[src/rtl/ctrl_seq_pkg.sv]
// ctrl_seq shared definitions: opcode field values and sequencer states.
// Latency: n/a (declarations only).
// Backpressure: n/a.
package ctrl_seq_pkg;

  // Opcode field values, matched against the top bits of the instruction
  localparam logic [4:0] kLOAD   = 5'b11010;  // [8:4]
  localparam logic [4:0] kSTORE  = 5'b11011;  // [8:4]
  localparam logic [3:0] kCMP    = 4'b1110;   // [8:5]
  localparam logic [3:0] kBRANCH = 4'b1111;   // [8:5]
  localparam logic [8:0] kHALT   = 9'h1FF;    // whole 9-bit word

  // Width of the load-latency down-counter (MEM_LAT is 0..7)
  localparam int WAIT_W = 3;

  typedef enum logic [2:0] {
    IDLE,
    RUN,
    LOAD_WAIT,
    SQUASH,
    HALT
  } ctrl_state_t;

endpackage

[src/rtl/ctrl_seq_if.sv]
// Instruction/flag inputs and PC/regfile/memory controls of the sequencer.
// Latency: n/a (wiring only).
// Backpressure: none; the sequencer stalls the PC itself through PcEn.
interface ctrl_seq_if #(
  parameter int IW   = 9,
  parameter int TW   = 5,
  parameter int CNTW = 16
);
  logic            Start;
  logic [IW-1:0]   Instruction;
  logic            ZeroFlag;
  logic            PcEn;
  logic            Jump;
  logic [TW-1:0]   PCTargIdx;
  logic            RegWrEn;
  logic            MemWrEn;
  logic            LoadInst;
  logic            Ack;
  logic            Busy;
  logic [CNTW-1:0] InstrCount;

  // Sequencer side
  modport slave (
    input  Start, Instruction, ZeroFlag,
    output PcEn, Jump, PCTargIdx, RegWrEn, MemWrEn, LoadInst, Ack, Busy, InstrCount
  );

  // Fetch/environment side
  modport master (
    output Start, Instruction, ZeroFlag,
    input  PcEn, Jump, PCTargIdx, RegWrEn, MemWrEn, LoadInst, Ack, Busy, InstrCount
  );
endinterface

[src/rtl/ctrl_seq_decode.sv]
// Pure combinational instruction classifier; exactly one class is active.
// Latency: 0 cycles.
// Backpressure: none.
module ctrl_seq_decode
  import ctrl_seq_pkg::*;
#(
  parameter int IW = 9
) (
  input  logic [IW-1:0] instr_i,
  output logic          is_load_o,
  output logic          is_store_o,
  output logic          is_cmp_o,
  output logic          is_branch_o,
  output logic          is_halt_o,
  output logic          is_alu_o
);

  logic [4:0] op5;
  logic [3:0] op4;
  logic [2:0] op3;

  assign op5 = instr_i[IW-1 -: 5];
  assign op4 = instr_i[IW-1 -: 4];
  assign op3 = instr_i[IW-1 -: 3];

  // HALT shares the BRANCH prefix, so it is carved out of the branch class
  always_comb begin
    is_halt_o   = (instr_i[IW-1 -: 9] == kHALT) && (&instr_i);
    is_load_o   = (op5 == kLOAD);
    is_store_o  = (op5 == kSTORE);
    is_cmp_o    = (op4 == kCMP);
    is_branch_o = (op4 == kBRANCH) && !is_halt_o;
    is_alu_o    = (op3 != 3'b111) && !is_load_o && !is_store_o;
  end

endmodule

[src/rtl/ctrl_seq.sv]
// Run/halt sequencer: decodes instructions into PC/regfile/memory controls.
// Latency: controls combinational from Instruction and state; load takes MEM_LAT+1 cycles.
// Backpressure: holds PcEn low during load waits so the instruction stays stable.
module ctrl_seq
  import ctrl_seq_pkg::*;
#(
  parameter int IW      = 9,
  parameter int MEM_LAT = 2,
  parameter int TW      = 5,
  parameter int CNTW    = 16
) (
  input  logic     Clk,
  input  logic     Reset,
  ctrl_seq_if.slave bus
);

  ctrl_state_t       state_q, state_d;
  logic              cond_q, cond_d;
  logic [WAIT_W-1:0] wait_q, wait_d;
  logic              ack_q;
  logic [CNTW-1:0]   cnt_q, cnt_d;

  logic            is_load, is_store, is_cmp, is_branch, is_halt, is_alu;
  logic            retire;
  logic            pc_en, jump, reg_wr, mem_wr, load_inst;
  logic [TW-1:0]   targ;

  ctrl_seq_decode #(.IW(IW)) u_decode (
    .instr_i     (bus.Instruction),
    .is_load_o   (is_load),
    .is_store_o  (is_store),
    .is_cmp_o    (is_cmp),
    .is_branch_o (is_branch),
    .is_halt_o   (is_halt),
    .is_alu_o    (is_alu)
  );

  // Next state, compare flag, wait counter, retire count and decoded controls
  always_comb begin
    state_d   = state_q;
    cond_d    = cond_q;
    wait_d    = wait_q;
    cnt_d     = cnt_q;
    retire    = 1'b0;
    pc_en     = 1'b0;
    jump      = 1'b0;
    targ      = '0;
    reg_wr    = 1'b0;
    mem_wr    = 1'b0;
    load_inst = 1'b0;

    case (state_q)
      IDLE, HALT: begin
        if (bus.Start) begin
          state_d = RUN;
          cnt_d   = '0;
          cond_d  = 1'b0;
        end
      end
      RUN: begin
        pc_en = 1'b1;
        if (is_halt) begin
          pc_en   = 1'b0;
          retire  = 1'b1;
          state_d = HALT;
        end else if (is_load) begin
          load_inst = 1'b1;
          if (MEM_LAT == 0) begin
            reg_wr = 1'b1;
            retire = 1'b1;
          end else begin
            // Freeze the PC so the load stays on Instruction while data arrives
            pc_en   = 1'b0;
            wait_d  = WAIT_W'(MEM_LAT);
            state_d = LOAD_WAIT;
          end
        end else if (is_store) begin
          mem_wr = 1'b1;
          retire = 1'b1;
        end else if (is_cmp) begin
          cond_d = bus.ZeroFlag;
          retire = 1'b1;
        end else if (is_branch) begin
          targ   = bus.Instruction[TW-1:0];
          retire = 1'b1;
          if (cond_q) begin
            jump    = 1'b1;
            state_d = SQUASH;
          end
        end else if (is_alu) begin
          reg_wr = 1'b1;
          retire = 1'b1;
        end
      end
      LOAD_WAIT: begin
        load_inst = 1'b1;
        wait_d    = wait_q - 1'b1;
        if (wait_q == WAIT_W'(1)) begin
          reg_wr  = 1'b1;
          pc_en   = 1'b1;
          retire  = 1'b1;
          state_d = RUN;
        end
      end
      SQUASH: begin
        // The fall-through instruction fetched behind a taken branch is dropped
        pc_en   = 1'b1;
        state_d = RUN;
      end
      default: state_d = IDLE;
    endcase

    if (retire && (cnt_q != '1)) begin
      cnt_d = cnt_q + CNTW'(1);
    end
  end

  // State and counters; reset takes priority over Start
  always_ff @(posedge Clk) begin
    if (!Reset) begin
      state_q <= IDLE;
      cond_q  <= 1'b0;
      wait_q  <= '0;
      ack_q   <= 1'b0;
      cnt_q   <= '0;
    end else begin
      state_q <= state_d;
      cond_q  <= cond_d;
      wait_q  <= wait_d;
      ack_q   <= (state_d == HALT);
      cnt_q   <= cnt_d;
    end
  end

  // Controls are squelched while reset is held so an interrupted load never writes
  assign bus.PcEn       = Reset & pc_en;
  assign bus.Jump       = Reset & jump;
  assign bus.PCTargIdx  = Reset ? targ : '0;
  assign bus.RegWrEn    = Reset & reg_wr;
  assign bus.MemWrEn    = Reset & mem_wr;
  assign bus.LoadInst   = Reset & load_inst;
  assign bus.Ack        = ack_q;
  assign bus.Busy       = (state_q == RUN) || (state_q == LOAD_WAIT) || (state_q == SQUASH);
  assign bus.InstrCount = cnt_q;

endmodule

[src/flat_wrapper.sv]
// flat-port wrapper written by rule: the top's interface ports become plain ports
module ctrl_seq_flat import ctrl_seq_pkg::*;
#(
  parameter int IW      = 9,
  parameter int MEM_LAT = 2,
  parameter int TW      = 5,
  parameter int CNTW    = 16
)
  (Clk, Reset, bus_Start, bus_Instruction, bus_ZeroFlag, bus_PcEn, bus_Jump, bus_PCTargIdx, bus_RegWrEn, bus_MemWrEn, bus_LoadInst, bus_Ack, bus_Busy, bus_InstrCount);
  ctrl_seq_if #(.IW(IW), .TW(TW), .CNTW(CNTW)) bus_i ();
  input  logic Clk;
  input  logic Reset;
  input wire logic [$bits(bus_i.Start)-1:0] bus_Start;
  input wire logic [$bits(bus_i.Instruction)-1:0] bus_Instruction;
  input wire logic [$bits(bus_i.ZeroFlag)-1:0] bus_ZeroFlag;
  output wire logic [$bits(bus_i.PcEn)-1:0] bus_PcEn;
  output wire logic [$bits(bus_i.Jump)-1:0] bus_Jump;
  output wire logic [$bits(bus_i.PCTargIdx)-1:0] bus_PCTargIdx;
  output wire logic [$bits(bus_i.RegWrEn)-1:0] bus_RegWrEn;
  output wire logic [$bits(bus_i.MemWrEn)-1:0] bus_MemWrEn;
  output wire logic [$bits(bus_i.LoadInst)-1:0] bus_LoadInst;
  output wire logic [$bits(bus_i.Ack)-1:0] bus_Ack;
  output wire logic [$bits(bus_i.Busy)-1:0] bus_Busy;
  output wire logic [$bits(bus_i.InstrCount)-1:0] bus_InstrCount;
  assign bus_i.Start = bus_Start;
  assign bus_i.Instruction = bus_Instruction;
  assign bus_i.ZeroFlag = bus_ZeroFlag;
  assign bus_PcEn = bus_i.PcEn;
  assign bus_Jump = bus_i.Jump;
  assign bus_PCTargIdx = bus_i.PCTargIdx;
  assign bus_RegWrEn = bus_i.RegWrEn;
  assign bus_MemWrEn = bus_i.MemWrEn;
  assign bus_LoadInst = bus_i.LoadInst;
  assign bus_Ack = bus_i.Ack;
  assign bus_Busy = bus_i.Busy;
  assign bus_InstrCount = bus_i.InstrCount;
  ctrl_seq #(.IW(IW), .MEM_LAT(MEM_LAT), .TW(TW), .CNTW(CNTW)) u_core (.Clk(Clk), .Reset(Reset), .bus(bus_i));
endmodule
[config.mk]
export PLATFORM = sky130hd
export DESIGN_NAME = ctrl_seq_flat
export DESIGN_NICKNAME = d
export VERILOG_FILES = /design/src/rtl/ctrl_seq_pkg.sv /design/src/rtl/ctrl_seq_if.sv /design/src/rtl/ctrl_seq_decode.sv /design/src/rtl/ctrl_seq.sv /design/src/flat_wrapper.sv
export SDC_FILE = /design/constraint.sdc
export NUM_CORES = 1
export LEC_CHECK = 0
export BUFFER_PORTS_ARGS = -buffer_cell sky130_fd_sc_hd__buf_2
export CELL_PAD_IN_SITES_DETAIL_PLACEMENT = 0
export CELL_PAD_IN_SITES_GLOBAL_PLACEMENT = 1
export CORE_UTILIZATION = 37
export CTS_CLUSTER_SIZE = 12
export DETAILED_ROUTE_END_ITERATION = 10
export PLACE_DENSITY = 0.79
export SLEW_MARGIN = 20
export SYNTH_ARGS = -nofsm -noshare
export SYNTH_HDL_FRONTEND = slang
export SYNTH_SLANG_ARGS = --single-unit
[constraint.sdc]
create_clock -name Clk -period 2.7 [get_ports Clk]
set_clock_uncertainty 0.1 [all_clocks]
set_input_delay 0.675 -clock Clk [delete_from_list [all_inputs] [get_ports Clk]]
set_output_delay 0.675 -clock Clk [all_outputs]
set_load 0.1 [all_outputs]
==> out/metrics.yaml <==
power:
  ir_worst_vdd_uv: 488
  seqPwrFrac: 0.445
  power.total_uw: 820
  power_frac_comb: 0.176
  switching_share: 0.267
  p_int_uw: 601
  switchingPower_uw: 219
  power_frac_clock: 0.379
  power.leakage_uw: 0.000846
  powerDensity_nw_per_um2: 419
die:
  rows: 21
  dieArea_um2: 4030
  core-area_um2: 3470
  io_pins: 41
  start_util: 0.403
  fp.dieW_um: 63.5
  fp.dieH_um: 63.5
worst_setup_path:
  slowest_delay_ns: 0.45
  critPathSlowestCell: "or3b_4"
  r2r_start: "u_core.wait_q[1]"
  cp_max_fo: 5
  cp.arrival_ns: 1.89
  end_kind: "output port"
  worstPathCellList: "or3b_4, nor4_2, nor2_1, nor2_4, buf_12"
  worstPathRequired_ns: 1.92
  r2r_cells: 7
  crit_buf_inv: 1
  critPathKind: "flop to output port"
  cp_top_family: "simple AND/OR/NAND/NOR gates"
  startpoint_type: "flop"
  cp.depth: 5
  critPathLaunch: "u_core.state_q[1]"
clock_tree:
  clockBufferDepth: 2
  cts_tree: "done"
  cts_buffers: 3
  cts_root_buf: "clkbuf_8"
  cts.sinks: 24
  clock_latency_ns: 0.27
  clkTransAtPathRegs_ns: 0.09
  htreeDepth: 1
  holdBufCountCts: 0
outcome:
  status: "completed"
placement:
  gp_congestion: 0.815
  port_buffers: 40
  post-dp-hpwl_um: 2570
  dp_cells: 255
drt:
  routed_via_density: 5.34
  wl_per_cell_um: 13.1
  vias: 1382
  antenna_left: 0
  first_pass_iters: 5
  wirelength_um: 3400
  drc_errors: 0
  drt_iter0_drc: 96
sta:
  min_period_ns: 2.67
  rsz0062_at_grt: "true"
  min_period_over_period: 0.988
  hold_viol: 0
  fmax_mhz: 375
  slew_viol_final: 0
  slew-limit-headroom: 0.630
  setup_viol: 0
  tightest_slew_ns: 0.555
finish:
  final_layout_size_suffix_gt1_frac: 0.362
  final_nets: 230
  final_cells: 259
  area_growth_pct: 40.1
  diodes: 0
  post-route-util: 0.565
yosys:
  synth_cell_type_count: 47
  synth_area_leaders: "dfxtp_1 (34%), nand2_1 (5.1%), a21oi_1 (3.9%), nand3_1 (3.9%), nor2_1 (3.8%)"
  ys_seq_area_frac: 0.344
  synth_top_area_share: 0.344
  yosysMostFrequentCell: "dfxtp_1"
  async_flop_share: 0
  yosysTopAreaCell: "dfxtp_1"
  syn_area_um2: 1400
  synthTopCellsByCount: "dfxtp_1 (24), nand2_1 (19), nor2_1 (14), a21oi_1 (11), nand3_1 (11)"
  syn_avg_cell_area_um2: 8.32
  synth_warnings: 0
  ys_ff_latch: 24
  synthCells: 168
  synth-main-ff-cell: "dfxtp_1"
  syn_nets: 184
  synth_edf_count: 0
worst_hold_path:
  hold_path.startpoint: "u_core.wait_q[0]"
  holdPathStages: 2
  hp-class: "flop to flop"
global_routing:
  grt_overflow_total: 0
  grt_pass1_vias: 1297
  grt_pass1_wl_um: 5750
  antenna_found_initial: 0
  grt_start_max_net_pins: 23
  grt_use_total: 0.178
job:
  cap_violations: 0
## routing by layer
| layer | vias to the layer above | wire length, um | GRT usage |
|---|---|---|---|
| met5 | - | 0 | 0 |
| met4 | 0 | 18 | 0.0170 |
| met3 | 2 | 127 | 0.0417 |
| met2 | 34 | 1700 | 0.318 |
| met1 | 643 | 1560 | 0.221 |
| li1 | 703 | - | - |
## layout by cell type, fill, tap and decap left out, types with 2 or more instances in the layout
master / instances
and3_1: 5
buf_2: 30
nor3b_1: 3
a22o_1: 3
nand2_2: 2
a31oi_1: 8
nand2_1: 18
dfxtp_2: 2
a211o_1: 3
nor2_1: 10
nand3_1: 11
dfxtp_1: 22
or2b_1: 3
buf_4: 5
o21ai_0: 4
o211a_1: 2
clkbuf_8: 3
o211ai_1: 6
buf_12: 10
xor2_1: 2
nor3b_4: 2
ha_1: 3
inv_1: 6
nor2_4: 4
and2_2: 6
nand4_1: 2
nor3_1: 3
a21oi_1: 10
## power by group through the flow
stage                     logic (uW)  registers [uW]  clock network, uW
after global routing             153             366                334
after global placement           137             372                  0
final                            144             365                311
after CTS                        144             365                320
after detailed placement         139             373                  0
after floorplan                 77.4             395                  0
## worst min-delay path: cells and delay by family, from the launching register on
family          cells  cell delay (ns)
flops               1             0.34
simple gates        1             0.07
compound gates      1             0.05
## registers in the layout, summed over array words and instances, names as in the netlist
register,count
u_core.state_q,3
u_core.wait_q,3
u_core.bus.InstrCount,16
u_core.bus.Ack,1
u_core.cond_q,1
## area by class of cell
type,count,area [um2]
multi-input cells,133,932
well taps,46,57.6
fillers,340,1510
clock buffers,3,41.3
repair buffers,45,388
flip-flops and latches,24,483
inverters,7,26.3
clock inverters,1,30.0
## what timing repair did
| action | CTS | global route |
|---|---|---|
| endpoints found under the hold margin | 0 | 0 |
| cloned | 0 | 0 |
| endpoints found under the setup margin | 7 | 2 |
| resized for setup | 7 | 0 |
| pin swaps | 0 | 1 |
| setup buffers | 0 | 0 |
## metrics by stage
step	area (um2)	setup TNS, ns	setup slack (ns)	hold slack, ns
3_3_place_gp	1860	0	0.0863	0.358
5_1_grt	1960	-0.00903	-0.00903	0.420
2_1_floorplan	1450	-0.0341	-0.0341	0.349
3_5_place_dp	1860	0	0.0503	0.388
6_report	1960	0	0.0331	0.401
4_1_cts	1960	0	0.0635	0.403
## kinds of logic after synthesis
group	count (synthesis)	share of synthesized area
multiplexers	2	0.0152
flip-flops	24	0.344
adder cells (fa/ha/maj)	3	0.0269
AND/OR/NAND/NOR	82	0.340
buffers and inverters	11	0.0412
XOR/XNOR	3	0.0188
AO/OA/AOI/OAI	43	0.214
## worst paths after layout
path                                   end  slack, ns
hold / removal            u_core.wait_q[0]       0.40
setup reg to reg  u_core.bus.InstrCount[9]       0.53
hold reg to reg           u_core.wait_q[0]       0.40
setup / recovery              bus_LoadInst       0.03
Note: power is estimated with default switching activity, not from simulation.
